## src/rtl/sync_pkg.sv

```systemverilog
// rtl/sync_pkg.sv - shared qualifier-mode constants and FSM state encoding for bus_sync_hs
package sync_pkg;

  localparam int EN_MODE_PULSE  = 0;
  localparam int EN_MODE_TOGGLE = 1;

  typedef enum logic {
    ST_EMPTY = 1'b0,
    ST_FULL  = 1'b1
  } sync_state_e;

endpackage : sync_pkg

```

## src/rtl/bit_sync.sv

```systemverilog
// rtl/bit_sync.sv - reset-to-0 single-bit synchroniser flop chain
module bit_sync #(
  parameter int STAGES = 2
) (
  input  logic i_clk,
  input  logic i_rst,
  input  logic i_d,
  output logic o_q
);

  // cdc: synchroniser chain 'chain', STAGES flops deep, i_d is asynchronous to i_clk
  logic [STAGES-1:0] chain;

  always_ff @(posedge i_clk or negedge i_rst) begin
    if (!i_rst) begin
      chain <= '0;
    end else begin
      chain <= {chain[STAGES-2:0], i_d};
    end
  end

  assign o_q = chain[STAGES-1];

endmodule : bit_sync

```

## src/rtl/bus_sync_hs.sv

```systemverilog
// rtl/bus_sync_hs.sv - MCP bus synchroniser destination half with valid/ready, ack toggle and overrun
`ifndef WIDTH
`define WIDTH 8
`endif

module bus_sync_hs
  import sync_pkg::*;
#(
  parameter int WIDTH       = `WIDTH,
  parameter int SYNC_STAGES = 2,
  parameter int EN_MODE     = EN_MODE_PULSE
) (
  input  logic             i_clk,
  input  logic             i_rst,
  input  logic             i_async_en,
  input  logic [WIDTH-1:0] i_async_data,
  input  logic             i_ready,
  output logic [WIDTH-1:0] o_sync_data,
  output logic             o_sync_valid,
  output logic             o_ack,
  output logic             o_overrun
);

  generate
    if (SYNC_STAGES < 2) begin : g_bad_stages
      $error("bus_sync_hs: SYNC_STAGES must be >= 2");
    end
  endgenerate

  logic        en_sync;
  logic        en_d;
  logic        en_event;
  logic        capture;
  logic        drop;
  sync_state_e state_q;
  sync_state_e state_d;

  bit_sync #(.STAGES(SYNC_STAGES)) u_en_sync (
    .i_clk (i_clk),
    .i_rst (i_rst),
    .i_d   (i_async_en),
    .o_q   (en_sync)
  );

  always_ff @(posedge i_clk or negedge i_rst) begin
    if (!i_rst) begin
      en_d <= 1'b0;
    end else begin
      en_d <= en_sync;
    end
  end

  assign en_event = (EN_MODE == EN_MODE_TOGGLE) ? (en_sync ^ en_d) : (en_sync & ~en_d);

  always_comb begin
    state_d = state_q;
    capture = 1'b0;
    drop    = 1'b0;
    case (state_q)
      ST_EMPTY: begin
        if (en_event) begin
          capture = 1'b1;
          state_d = ST_FULL;
        end
      end
      ST_FULL: begin
        // a consume and a new capture can share one edge, so only a blocked event is lost
        if (en_event) begin
          if (i_ready) begin
            capture = 1'b1;
          end else begin
            drop = 1'b1;
          end
        end else if (i_ready) begin
          state_d = ST_EMPTY;
        end
      end
      default: state_d = ST_EMPTY;
    endcase
  end

  always_ff @(posedge i_clk or negedge i_rst) begin
    if (!i_rst) begin
      state_q     <= ST_EMPTY;
      o_sync_data <= '0;
      o_ack       <= 1'b0;
      o_overrun   <= 1'b0;
    end else begin
      state_q   <= state_d;
      o_overrun <= drop;
      if (capture) begin
        o_sync_data <= i_async_data;
        o_ack       <= ~o_ack;
      end
    end
  end

  assign o_sync_valid = (state_q == ST_FULL);

endmodule : bus_sync_hs

```

## config.mk

```make
export PLATFORM = sky130hd
export DESIGN_NAME = bus_sync_hs
export DESIGN_NICKNAME = d
export VERILOG_FILES = /design/src/rtl/sync_pkg.sv /design/src/rtl/bit_sync.sv /design/src/rtl/bus_sync_hs.sv
export SDC_FILE = /design/constraint.sdc
export NUM_CORES = 1
export LEC_CHECK = 0
export ABC_AREA = 1
export ABC_CLOCK_PERIOD_IN_PS = 900
export BUFFER_PORTS_ARGS = -buffer_cell sky130_fd_sc_hd__buf_2
export CORE_MARGIN = 1
export CORE_UTILIZATION = 30
export DETAILED_ROUTE_END_ITERATION = 16
export PLACE_DENSITY = 0.56
export SYNTH_ARGS = -nofsm -noshare
export SYNTH_HDL_FRONTEND = slang
export SYNTH_SLANG_ARGS = --single-unit
```

## constraint.sdc

```tcl
create_clock -name i_clk -period 0.9 [get_ports i_clk]
set_input_delay 0.09 -clock i_clk [delete_from_list [all_inputs] [get_ports i_clk]]
set_output_delay 0.09 -clock i_clk [all_outputs]
set_load 0.005 [all_outputs]
```

* Yosys cells after proc, flatten, opt, wreduce, memory -nomap -nowiden
Index checks and enable logic that the tools add are counted.
Operators by class: bitwise gates (word level) 4, multiplexer cells 9
Operator list (number):
- two-way mux 1 bit | 7
- case mux 1 bit (2 select lines) | 2
- NOT 1 bit | 3
- AND 1 bit | 1
Word-level totals: input bits 12, register bits 14, word-level logic and storage cells 19

* Longest topological paths before layout
Gate-level depths: netlist of run 1.
depth in word-level cells 4, mapped depth 5

* Hierarchy
A second synthesis of run 1 with hierarchy kept.
Unflattened totals: cell total of the unflattened synthesis 52, area total of the unflattened synthesis 539.3 um^2
By module, submodules not included:
- bus_sync_hs | area an instance 489.2 um^2, times used 1, sequential area each 300.3 um^2, cells an instance 50
- bit_sync | area an instance 50.0 um^2, times used 1, sequential area each 50.0 um^2, cells an instance 2

* Worst setup path before layout of run 1
Ideal clock, no wire load.
path kind reg-to-reg, from register en_d, to register o_ack, path buffers 0, path slack 82 ps, data arrival time 701 ps, stages on the path, launching flop included 5, required time 783 ps, path through dfrtp_1 > nor2_4 > nand2_2 > nand2_1 > nand2_1
Between the ends: longest elaborated chain between the ends 4, elaborated cells between the ends (all ways) 5, classes of those cells mux: 3; bitwise: 2
Ends and longest elaborated chain:
- from (decl) | line bus_sync_hs.sv:31 | logic en_d;
- from (signal assigned) | line bus_sync_hs.sv:49 | en_d <= en_sync;
- NOT 1 bit (*) | line bus_sync_hs.sv:53 | assign en_event = (EN_MODE == EN_MODE_TOGGLE) ? (en_sync ^ en_d) : (en_sync & ~en_d);
- AND 1 bit (*) | line bus_sync_hs.sv:53
- two-way mux 1 bit (on tied branches) | line bus_sync_hs.sv:68, bus_sync_hs.sv:61
- case mux 1 bit (2 select lines) (*) | line bus_sync_hs.sv:59 | case (state_q)
- to (signal assigned) | line bus_sync_hs.sv:93 | o_ack <= ~o_ack;
- to (decl) | line bus_sync_hs.sv:20 | output logic o_ack,
Every way passes the cells marked *; elsewhere a longest branch is shown, timed or not. A chain may end at the register's enable or synchronous reset.

* Worst setup path in the final report of run 1
from register en_d, to register o_sync_data[5]
Between the ends: longest elaborated chain between the ends 4, elaborated cells between the ends (all ways) 5, classes of those cells mux: 3; bitwise: 2
Ends and longest elaborated chain:
- NOT 1 bit (*) | line bus_sync_hs.sv:53
- AND 1 bit (*) | line bus_sync_hs.sv:53
- two-way mux 1 bit (on tied branches) | line bus_sync_hs.sv:68, bus_sync_hs.sv:61
- case mux 1 bit (2 select lines) (*) | line bus_sync_hs.sv:59
- to (signal assigned) | line bus_sync_hs.sv:92 | o_sync_data <= i_async_data;
- to (decl) | line bus_sync_hs.sv:18 | output logic [WIDTH-1:0] o_sync_data,
Marked as above.

==> impl_metrics.env, run 1 <==
export IMPL_slowest_delay_ns=0.39
export IMPL_clock_latency_ns=0.26
export IMPL_yosysUniqueCellTypes=10
export IMPL_antenna_found_initial=0
export IMPL_skew_ns=0.00164
export IMPL_endpoint="o_sync_data[5]$_DFFE_PN0P_"
export IMPL_grt_remaining_overflow=0
export IMPL_r2r_setup_slack_ns=0.006
export IMPL_cp_max_fo=6
export IMPL_min_path_type="in2reg"
export IMPL_power_density_nw_per_um2=1730
export IMPL_final_layout_size_suffix_gt1_share_pct=55.3
export IMPL_final_net_count=99
export IMPL_htreeDepth=1
export IMPL_die_area_um2=1970
export IMPL_avgViaCountPerCell=4.18
export IMPL_dpl_worst_slack_ns=0.00279
export IMPL_finalSetupViolCount=0
export IMPL_synth_xor_xnor_area_share_pct=0
export IMPL_ys_ff_latch=14
export IMPL_rsz0062_at_grt="yes"
export IMPL_fin_crit_sh_pct=99.3
export IMPL_grtUsageMet3_pct=4.08
export IMPL_fillCellCount=167
export IMPL_startpoint_type="flop"
export IMPL_synth_fp_nets=64
export IMPL_cap_violations=0
export IMPL_peakVddDrop_mv=0.783
export IMPL_synth_simple_area_share_pct=28.1
export IMPL_cts_root_buffer="clkbuf_4"
export IMPL_stdcell_count=109
export IMPL_synth_compound_area_share_pct=0
export IMPL_cp_data_required_time_ns=1.11
export IMPL_slew_headroom_pct=79.8
export IMPL_grt_max_degree=15
export IMPL_final_hold_violation_count=0
export IMPL_synthAdderAreaFrac_pct=0
export IMPL_first_pass_iters=4
export IMPL_worstSetupPathType="reg2reg"
export IMPL_met1_usage_pct=16.1
export IMPL_gr_usage_met2_pct=16.5
export IMPL_die_y_um=44.4
export IMPL_worst_pin_slew_ns=0.302
export IMPL_status="complete, no violations"
export IMPL_drc=0
export IMPL_placed_cells=100
export IMPL_avgSynthCellArea_um2=10.4
export IMPL_clock_sinks=14
export IMPL_grt_pass1_wl_um=1660
export IMPL_grt_busiest_layer="met2"
export IMPL_antenna_left=0
export IMPL_yosysWarnings=0
export IMPL_portBuffers=22
export IMPL_final_area_um2=805
export IMPL_tritoncts="done"
export IMPL_initial_core_util_pct=33.8
export IMPL_place_area_um2=687
export IMPL_die_w_um=44.4
export IMPL_synthCells=52
export IMPL_fmax_mhz=1120
export IMPL_grt_usage_pct=12.2
export IMPL_post_synth_mux_area_share_pct=0
export IMPL_p_total_mw=1.39
export IMPL_final_util_pct=50.5
export IMPL_clkTransAtPathRegs_ns=0.07
export IMPL_slew_viol_final=0
export IMPL_worstPathCellList="nor2_4, buf_6, nand3_2, nand2_1"
export IMPL_synth_area_um2=539
export IMPL_r2r_start="en_d$_DFF_PN0_"
export IMPL_final_common_cell="buf_2"
export IMPL_ios=23
export IMPL_hpwl_um=744
export IMPL_synth_top_family_by_area="simple AND/OR/NAND/NOR gates"
export IMPL_first_iter_violations=4
export IMPL_p_leak_nw=0.444
export IMPL_cpMaxStageDelayCell="dfrtp_1"
export IMPL_totalWireLength_um=1060
export IMPL_ys_seq_area_share_pct=65.0
export IMPL_grt_pass1_vias=382
export IMPL_period_minus_slack_ns=0.894
export IMPL_gp_congestion=0.636
export IMPL_cts_buffers=3
export IMPL_coreArea_um2=1590
export IMPL_wl_per_cell_um=9.70
export IMPL_mostFrequentLayoutCells="22 x buf_2, 17 x nand2_1, 14 x dfrtp_1"
export IMPL_rows=14
export IMPL_syn_to_final_growth_pct=49.2
export IMPL_r2r_end="o_sync_data[5]$_DFFE_PN0P_"
export IMPL_arrival_ns=1.10
export IMPL_cp_end_kind="flop"
export IMPL_fin_worst_hold_slack_ns=0.0543
export IMPL_tns_ns=0
export IMPL_n_antenna_cell=0
export IMPL_vias=456
export IMPL_r2r_worst_path_cells=4
export IMPL_startpoint="en_d$_DFF_PN0_"
export IMPL_worst_slack_ns=0.00593
export IMPL_cts_max_path_buffers=2
==> synth_stat cells <==
cell | count | area, um^2
buf_6 | 2 | 22.5
nand2_1 | 19 | 71.3
nor2_2 | 1 | 6.26
inv_2 | 2 | 7.51
nand3_1 | 8 | 40.0
dfrtp_1 | 14 | 350
nand2_2 | 2 | 12.5
nand3_2 | 1 | 10.0
inv_1 | 2 | 7.51
nor2_4 | 1 | 11.3
==> per-layer routing <==
metal	vias to the layer above	share of wire, %
li1	228	-
met1	211	43
met2	15	49
met3	2	6.3
met4	0	1.6
met5	-	0
==> where the power goes <==
part	internal [mW]	switching [mW]	total (mW)
Combinational	0.171	0.151	0.323
Sequential	0.710	0.0393	0.749
Clock	0.154	0.167	0.321
==> sequential cells by signal, summed over array words and instances, names as in the netlist <==
register / count
en_d: 1
o_ack: 1
o_overrun: 1
o_sync_data: 8
o_sync_valid: 1
u_en_sync.chain: 2
==> worst max-delay path, delay by kind of cell, from the launching register on <==
family                 cells  cell delay (ns)
buffers and inverters      1             0.16
flip-flops                 1             0.39
AND/OR/NAND/NOR            3             0.28
==> repair_timing <==
item	CTS	global route
setup endpoints to repair	1	18
pin swaps	0	2
resized for setup	2	9
endpoints found under the hold margin	15	0
buffers inserted	0	4
hold buffers	2	0
==> worst min path at each step <==
stage | cells after the start | slack [ns] | to | from
floorplan | 0 | -0.21 | en_d$_DFF_PN0_ | i_rst
global placement | 1 | 0.0005 | o_sync_data[2]$_DFFE_PN0P_ | i_rst
detailed placement | 1 | -0.003 | o_sync_data[2]$_DFFE_PN0P_ | i_rst
CTS | 3 | 0.04 | o_sync_data[6]$_DFFE_PN0P_ | i_async_data[6]
global route | 3 | 0.04 | o_sync_data[6]$_DFFE_PN0P_ | i_async_data[6]
finish | 3 | 0.05 | o_sync_data[3]$_DFFE_PN0P_ | i_async_data[3]
==> cells by family (layout without fill, tap and decap cells) <==
logic type,count (synthesis),after routing
and+or+nand+nor,32,32
DFF,14,14
buffers and inverters,6,39
==> cell type report <==
cell class                      count  area (um^2)  area share [%]
Timing Repair Buffer               32          198            24.6
Inverter                            4         17.5            2.18
Clock buffer                        3         22.5            2.80
Sequential cell                    14          350            43.5
Multi-Input combinational cell     32          186            23.2
Tap cell                           24         30.0            3.73
Power figures use the tool's default switching activity.
==> inputs of run 2 (changes only) <==
- MAX_ROUTING_LAYER: unset -> met4
- RECOVER_POWER: unset -> 50
==> run 2 against run 1 <==
Compared with the run above: final cell count unchanged; flip-flop and latch count unchanged; register-to-register slack about the same; routed wire length decreased by 0.19%; combinational power about the same; fmax unchanged.
==> impl_metrics.env, run 2 (same netlist as run 1, synthesis figures left out) <==
export IMPL_pwr_share_clk_pct=23.0
export IMPL_first_pass_iters=4
export IMPL_p_leak_nw=0.444
export IMPL_seqPwrFrac_pct=53.8
export IMPL_p_switching_uw=357
export IMPL_largest_reg_flops=8
export IMPL_intPower_mw=1.04
export IMPL_grt_pass1_wl_um=1660
export IMPL_cts_buffers=3
export IMPL_cp_end_kind="flop"
export IMPL_cts_root_buffer="clkbuf_4"
export IMPL_final_common_cell="buf_2"
export IMPL_reg_largest_list="o_sync_data x8, u_en_sync.chain x2"
export IMPL_worst_pin_slew_ns=0.336
export IMPL_fillCellCount=167
export IMPL_fin_worst_hold_slack_ns=0.0545
export IMPL_skew_ns=0.00146
export IMPL_worstSetupPathType="reg2reg"
export IMPL_final_net_count=99
export IMPL_grt_remaining_overflow=0
export IMPL_coreArea_um2=1590
export IMPL_cp_max_fo=6
export IMPL_final_hold_violation_count=0
export IMPL_fmax_mhz=1120
export IMPL_slew_viol_final=0
export IMPL_ios=23
export IMPL_place_area_um2=687
export IMPL_die_y_um=44.4
export IMPL_die_area_um2=1970
export IMPL_peakVddDrop_mv=0.783
export IMPL_die_w_um=44.4
export IMPL_power_density_nw_per_um2=1730
export IMPL_grt_max_degree=15
export IMPL_startpoint_type="flop"
export IMPL_final_util_pct=50.5
export IMPL_slew_headroom_pct=77.6
export IMPL_power_frac_comb_pct=23.1
export IMPL_finalSetupViolCount=0
export IMPL_clock_latency_ns=0.26
export IMPL_fin_crit_sh_pct=99.3
export IMPL_final_area_um2=805
export IMPL_vias=456
export IMPL_clkTransAtPathRegs_ns=0.07
export IMPL_top_register="o_sync_data"
export IMPL_mostFrequentLayoutCells="21 x buf_2, 17 x nand2_1, 14 x dfrtp_1"
export IMPL_min_path_type="in2reg"
export IMPL_htreeDepth=1
export IMPL_rows=14
export IMPL_arrival_ns=1.10
export IMPL_avgViaCountPerCell=4.18
export IMPL_portBuffers=22
export IMPL_n_antenna_cell=0
export IMPL_final_layout_size_suffix_gt1_share_pct=55.3
export IMPL_rsz0062_at_grt="yes"
export IMPL_period_minus_slack_ns=0.894
export IMPL_clock_sinks=14
export IMPL_drc=0
export IMPL_antenna_found_initial=0
export IMPL_cap_violations=0
export IMPL_tritoncts="done"
export IMPL_grt_usage_pct=12.6
export IMPL_first_iter_violations=4
export IMPL_gp_congestion=0.641
export IMPL_tns_ns=0
export IMPL_wl_per_cell_um=9.68
export IMPL_antenna_left=0
export IMPL_hpwl_um=744
export IMPL_syn_to_final_growth_pct=49.2
export IMPL_status="complete, no violations"
export IMPL_totalWireLength_um=1060
export IMPL_initial_core_util_pct=33.8
export IMPL_grt_pass1_vias=382
export IMPL_swShare_pct=25.6
export IMPL_cp_data_required_time_ns=1.11
export IMPL_cts_max_path_buffers=2
==> run 2: cell types whose count changed in the layout (fill, tap and decap cells not counted) <==
cell      delta
buf_2        -1
clkbuf_2     +1
==> run 2: worst max-delay path, stage by stage (launching register included) <==
cell and delay [ns]:
dfrtp_1 0.39, nor2_4 0.16, buf_6 0.16, nand3_2 0.06
nand2_1 0.06
==> run 2: path summary, 6_finish.rpt <==
| kind | start | endpoint | slack [ns] | depth (start not counted) |
|---|---|---|---|---|
| worst max-delay path | en_d$_DFF_PN0_ | o_sync_data[5]$_DFFE_PN0P_ | 0.006 | 4 |
| worst min register to register | u_en_sync.chain[0]$_DFF_PN0_ | u_en_sync.chain[1]$_DFF_PN0_ | 0.35 | 0 |
| min in group asynchronous | i_rst | o_sync_data[2]$_DFFE_PN0P_ | 0.26 | 2 |
| max in group asynchronous | i_rst | o_overrun$_DFF_PN0_ | 0.39 | 2 |
| worst min-delay path | i_async_data[3] | o_sync_data[3]$_DFFE_PN0P_ | 0.05 | 3 |
| worst max register to register | en_d$_DFF_PN0_ | o_sync_data[5]$_DFFE_PN0P_ | 0.006 | 4 |
==> run 2: layer usage <==
| metal | track usage (%) | share of wire, % | vias up |
|---|---|---|---|
| met2 | 16.5 | 49 | 15 |
| met3 | 4.08 | 6.4 | 2 |
| li1 | - | - | 228 |
| met1 | 16.1 | 43 | 211 |
| met4 | 9.09 | 1.6 | 0 |
| met5 | - | 0 | - |
==> run 2: power by group through the flow <==
stage	Combinational (mW)	Clock [mW]	Sequential, mW
2_1_floorplan	0.105	0	0.773
3_3_place_gp	0.240	0	0.767
3_5_place_dp	0.243	0	0.767
4_1_cts	0.254	0.338	0.755
5_1_grt	0.361	0.369	0.757
6_report	0.322	0.321	0.749
==> run 2: timing repair <==
action / 4_1_cts / 5_1_grt
gates resized for setup: 2 / 9
buffers inserted: 0 / 4
endpoints found under the hold margin: 15 / 0
hold buffers: 2 / 0
pin swaps: 0 / 2
setup endpoints to repair: 1 / 18
==> run 2: final cells by class <==
type | count | area (um^2) | share of cell area [%]
repair buffers | 32 | 198 | 24.6
clock buffers | 3 | 22.5 | 2.80
well taps | 24 | 30.0 | 3.73
multi-input cells | 32 | 186 | 23.2
flip-flops and latches | 14 | 350 | 43.5
inverters | 4 | 17.5 | 2.18
==> run 2: stage by stage <==
step	cells	total power, mW	setup slack [ns]
global route	109	1.49	-0.0711
detailed placement	100	1.01	0.00279
floorplan	52	0.878	0.0823
CTS	105	1.35	0.00796
finish	109	1.39	0.00593
global placement	100	1.01	0.0237
